`config.mk`:
```
export PLATFORM = sky130hd
export DESIGN_NAME = onehot_rr_mux
export DESIGN_NICKNAME = d
export VERILOG_FILES = /design/src/rtl/onehot_rr_mux.sv
export SDC_FILE = /design/constraint.sdc
export NUM_CORES = 1
export LEC_CHECK = 0
export ABC_AREA = 1
export CORE_MARGIN = 1
export CORE_UTILIZATION = 36
export DETAILED_ROUTE_END_ITERATION = 6
export HOLD_SLACK_MARGIN = 0.02
export PLACE_DENSITY = 0.77
export RECOVER_POWER = 100
export SLEW_MARGIN = 15
export SYNTH_ARGS = -nofsm -noshare
export SYNTH_HDL_FRONTEND = slang
export SYNTH_SLANG_ARGS = --single-unit
```
`constraint.sdc`:
```
create_clock -name clk -period 1.5 [get_ports clk]
set_input_delay 0.3 -clock clk [delete_from_list [all_inputs] [get_ports clk]]
set_output_delay 0.3 -clock clk [all_outputs]
set_load 0.01 [all_outputs]
```
`src/rtl/onehot_rr_mux.sv`:
```
// N-channel one-hot selector with a registered output stage and valid/ready handshakes.
// MODE 0 selects the channel given by an external one-hot sel; MODE 1 arbitrates round-robin.
module onehot_rr_mux #(
    parameter int N    = 4,
    parameter int W    = 5,
    parameter int MODE = 0
) (
    input  logic           clk,
    input  logic           rst,
    input  logic [N-1:0]   in_valid,
    input  logic [N*W-1:0] in_data,
    output logic [N-1:0]   in_ready,
    input  logic [N-1:0]   sel,
    output logic           out_valid,
    output logic [W-1:0]   out_data,
    output logic [N-1:0]   out_grant,
    input  logic           out_ready,
    output logic           sel_err
);

    localparam int PW = (N > 1) ? $clog2(N) : 1;
    localparam logic [N-1:0] ONE = {{(N-1){1'b0}}, 1'b1};

    logic          ld;
    logic          xfer;
    logic          sel_multi;
    logic          sel_onehot;
    logic [N-1:0]  gnt;
    logic [N-1:0]  rr_gnt;
    logic [PW-1:0] ptr;
    logic [PW-1:0] rr_idx;
    logic [PW-1:0] ptr_nxt;
    logic [W-1:0]  gnt_data;

    // Clearing the lowest set bit leaves something only when two or more bits are set.
    assign sel_multi  = (sel & (sel - ONE)) != '0;
    assign sel_onehot = (sel != '0) && !sel_multi;

    // Round-robin search starting at ptr and wrapping at N-1.
    always_comb begin
        int           idx;
        logic         found;
        logic [N-1:0] hot;
        idx    = 0;
        found  = 1'b0;
        hot    = '0;
        rr_gnt = '0;
        rr_idx = '0;
        for (int k = 0; k < N; k++) begin
            idx = int'(ptr) + k;
            if (idx >= N) begin
                idx = idx - N;
            end
            hot = ONE << idx;
            if (!found && ((in_valid & hot) != '0)) begin
                found  = 1'b1;
                rr_gnt = hot;
                rr_idx = PW'(idx);
            end
        end
    end

    assign gnt      = (MODE == 0) ? (sel_onehot ? (sel & in_valid) : '0) : rr_gnt;
    assign ld       = ~out_valid | out_ready;
    assign in_ready = gnt & {N{ld}};
    assign xfer     = |in_ready;
    assign ptr_nxt  = (rr_idx == PW'(N - 1)) ? '0 : rr_idx + 1'b1;

    always_comb begin
        gnt_data = '0;
        for (int i = 0; i < N; i++) begin
            if (gnt[i]) begin
                gnt_data = gnt_data | in_data[i*W +: W];
            end
        end
    end

    always_ff @(posedge clk or negedge rst) begin
        if (!rst) begin
            out_valid <= 1'b0;
            out_data  <= '0;
            out_grant <= '0;
            sel_err   <= 1'b0;
        end else begin
            if (ld) begin
                out_valid <= xfer;
                if (xfer) begin
                    out_data  <= gnt_data;
                    out_grant <= gnt;
                end
            end
            sel_err <= (MODE == 0) ? sel_multi : 1'b0;
        end
    end

    always_ff @(posedge clk or negedge rst) begin
        if (!rst) begin
            ptr <= '0;
        end else if ((MODE == 1) && xfer) begin
            ptr <= ptr_nxt;
        end
    end

endmodule
```
# Yosys cells after proc, flatten, opt, wreduce, memory -nomap -nowiden

Cells that the tools add are included.

Add/sub/neg operators: 1
Multipliers: 0
Divide/modulo/power cells: 0
Magnitude comparators: 0
Eq/ne operators: 0
Shift-type cells: 0
Mux-type cells: 5
Bitwise logic cells: 8
Reductions and logical operators: 6

Operator list:

| operator                                                            | number |
|---|---|
| 5-bit two-way mux                                                   | 4 |
| 5-bit OR                                                            | 3 |
| 4-bit bitwise AND                                                   | 3 |
| 4-bit nonzero test                                                  | 2 |
| 4-bit two-way mux                                                   | 1 |
| 4-bit OR reduction                                                  | 1 |
| 4-bit by 1-bit subtractor with 4-bit output (second input constant) | 1 |
| 2-bit AND reduction                                                 | 1 |
| 1-bit logical AND                                                   | 1 |
| 1-bit zero test                                                     | 1 |
| 1-bit inverter                                                      | 1 |
| 1-bit OR                                                            | 1 |

Flip-flop bits (word level): 11
Bits in latches: 0
RAM bits: 0
Bits in read-only memories: 0
Output and inout bits: 15
Logic and storage cells: 24
Memories kept: 0

# Longest topological paths before layout

Depth after elaboration: 13
Depth in mapped cells: 8
Depth with buffers taken out: 7

# Least setup slack after synthesis

OpenSTA, ideal clock, no wires.

Kind: flip-flop to output port
From: reg out_valid
To: out in_ready[1]
Arrival time: 0.993 ns
Data required time: 1.200 ns
Setup slack: 0.207 ns
Cell stages (with the launch flop): 7
Buffers on the path: 1
Cell sequence: dfrtp_1 inv_1 nor2_2 inv_1 nand3_2 buf_6 inv_1

Longest elaborated chain between the ends: 3

Ends and longest elaborated chain:

| element                | line | source |
|---|---|---|
| start, declared        | 14   | `output logic out_valid,` |
| start signal, assigned | 86   | `out_valid <= xfer;` |
| 1-bit inverter         | 64   | `assign ld = ~out_valid \| out_ready;` |
| 1-bit OR               | 64   |  |
| 4-bit bitwise AND      | 65   | `assign in_ready = gnt & {N{ld}};` |
| end, declared          | 12   | `output logic [N-1:0] in_ready,` |

Every way passes these cells.

# Worst setup path after layout

From: in in_valid[2]
To: out in_ready[2]

Longest elaborated chain between the ends: 3

Ends and longest elaborated chain:

| element           | line | source |
|---|---|---|
| start, declared   | 10   | `input logic [N-1:0] in_valid,` |
| 4-bit bitwise AND | 63   | `assign gnt = (MODE == 0) ? (sel_onehot ? (sel & in_valid) : '0) : rr_gnt;` |
| 4-bit two-way mux | 63   |  |
| 4-bit bitwise AND | 65   |  |

Every way passes these cells.

==> impl_metrics.ini <==
[status]
run_status = finished clean

[timing]
fmax_mhz = 669
period_share = 0.997
max_slew_margin = 0.673
rsz0062_at_grt = true
drv_slew = 0
fin_skew_ns = 0.00658
setup_violations = 0
hold_viol_final = 0
setup_ws_ns = 0.00413
tightest_slew_ns = 0.489
finalCriticalPeriod_ns = 1.50

[logic_synthesis]
netlist_area_um2 = 758
yosysWarnings = 0
synthTopCellsByArea = dfrtp_1 36%, nand4_1 17%, nand2_1 15%
synth.most_common_cell = nand2_1
synth-seq-cells = 11
synth_nets = 127
synth_common_cells = 30 x nand2_1, 20 x nand4_1, 13 x inv_1, 11 x dfrtp_1
async_reset_ff_frac = 1.00
yosysTopAreaCell = dfrtp_1
synth.avg_cell_area_um2 = 7.90
synth.top_cell.area_share = 0.363
ys_seq_area_frac = 0.363
syn_inst = 96
synth_edf_count = 0
synth-main-ff-cell = dfrtp_1
synth_cell_types = 13

[power]
seqPwrFrac = 0.386
power_switching_uw = 294
power_frac_comb = 0.403
pwr-share-clk = 0.211
swShare = 0.310
power_density_nw_per_um2 = 656
ir_drop_uv = 336
intPower_uw = 656
p_leak_uw = 0.000709
total_power_uw = 951

[placement]
portBuffers = 45
pre_cts_ws_ns = -0.615
gp_congestion = 0.785
dp_hpwl_um = 1780

[setup_path]
cp-end-kind = output port
cp_max_fo = 2
r2r.worst_path.cells = 9
rr_startpoint = out_valid
cp_data_required_time_ns = 1.20
worst_path_max_delay_cell = clkdlybuf4s50_1
reg2reg_slack_ns = 0.08
path_class = in -> out
critical_path.cell_chain = clkdlybuf4s50_1 > nand4_4 > nor2_4 > buf_6
crit_family = buffers and inverters
crit_buf_inv = 2
critical_path.max_stage_delay_ns = 0.52
worstPathArrival_ns = 1.20
reg2reg_to = out_data[0]
startpoint_type = input port

[detailed_routing]
ant_nets = 0
drt-pass1-iter-count = 4
vias_per_cell = 4.98
drc_errors = 0
post_drt_wl_per_cell_um = 12.9
first_iter_violations = 24
wirelength_um = 2410
via_count = 931

[floorplan]
die_area_um2 = 2290
initial_core_util = 0.386
die_h_um = 47.9
ios = 46
die_w_um = 47.9
fp-row-count = 16
coreArea_um2 = 1960

[finish]
ff_latch_area_um2 = 275
nNetsFinal = 192
multi_input_area_um2 = 447
num-fill-cells = 160
drive_above_1_share = 0.294
antenna_cells = 0
syn_to_final_growth_pct = 91.1
final_util = 0.739

[hold_path]
min_path_type = in -> async

[grt]
grt_pass1_vias = 822
grt_pass1_wl_um = 3410
antenna_found_initial = 0
grt_usage = 0.212
grt_max_degree = 13
grt_overflow_total = 0

[clock_network]
cts-hold-fix-buffers = 0
cts_root_buffer = clkbuf_4
cts_made_buffers = 3
htreeDepth = 1
clk_latency_ns = 0.26
clkSlewWorstSetupHoldPaths_ns = 0.07
clock_path_buffers = 2
cts_tree = yes
cts.sink_count = 11

[run]
maxCapViolations = 0
## worst max-delay path by stage
stage           startpoint          end  slack, ns  cells after the start
3_3_place_gp        sel[1]  in_ready[0]      -0.58                      7
2_1_floorplan    out_valid  in_ready[1]       0.21                      6
5_1_grt        out_data[0]  out_data[0]      -0.02                      1
6_report       in_valid[2]  in_ready[2]      0.004                      4
3_5_place_dp        sel[1]  in_ready[3]      -0.62                      6
4_1_cts          out_ready  in_ready[3]      0.003                      5
## power by group through the flow
| stage | clock network, uW | logic (uW) | registers (uW) |
|---|---|---|---|
| 4_1_cts | 202 | 361 | 364 |
| 3_3_place_gp | 0 | 350 | 369 |
| 2_1_floorplan | 0 | 109 | 392 |
| 6_report | 201 | 383 | 367 |
| 3_5_place_dp | 0 | 359 | 370 |
| 5_1_grt | 228 | 417 | 372 |
## layer usage
metal / routed length [um] / GRT usage / vias to the layer above
met5: 0 / 0 / -
met4: 18 / 0.0500 / 0
met3: 146 / 0.0377 / 4
met2: 1300 / 0.389 / 52
met1: 949 / 0.255 / 416
li1: - / - / 459
## what timing repair did
action,CTS,global route
pin swaps,3,9
gates resized for setup,25,30
buffers inserted,2,1
endpoints found under the setup margin,13,19
gates cloned,0,0
## layout make-up
class	count	area share
Timing Repair Buffer	64	0.425
Tap cell	27	0.0233
Clock buffer	4	0.0181
Sequential cell	11	0.190
Inverter	13	0.0354
Multi-Input combinational cell	68	0.308
## sequential cells by signal, indices dropped and copies added, names as in the netlist
signal,count
out_valid,1
out_data,5
out_grant,4
sel_err,1
## kinds of logic after synthesis
kind of cell | synth area share
buffers and inverters | 0.124
AND/OR/NAND/NOR | 0.513
flip-flops | 0.363
## metrics by stage
| stage | cell area, um^2 | setup TNS [ns] | hold WS, ns | cells |
|---|---|---|---|---|
| after floorplan | 758 | 0 | 0.00441 | 96 |
| after global placement | 1320 | -5.35 | 0.497 | 180 |
| after detailed placement | 1320 | -5.72 | 0.505 | 180 |
| after CTS | 1340 | 0 | 0.379 | 186 |
| after global routing | 1450 | -0.0514 | 0.453 | 187 |
| final | 1450 | 0 | 0.429 | 187 |
## cells in the final DEF, fill, tap and decap left out, drive strengths merged
cell	n
clkdlybuf4s50	28
nor2	6
clkdlybuf4s25	5
nand2	32
dlygate4sd3	1
nand4	23
clkdlybuf4s15	3
nand3	7
dfrtp	11
clkbuf	4
dlygate4sd2	1
inv	13
dlymetal6s2s	3
buf	23
(Power assumes the default switching activity.)
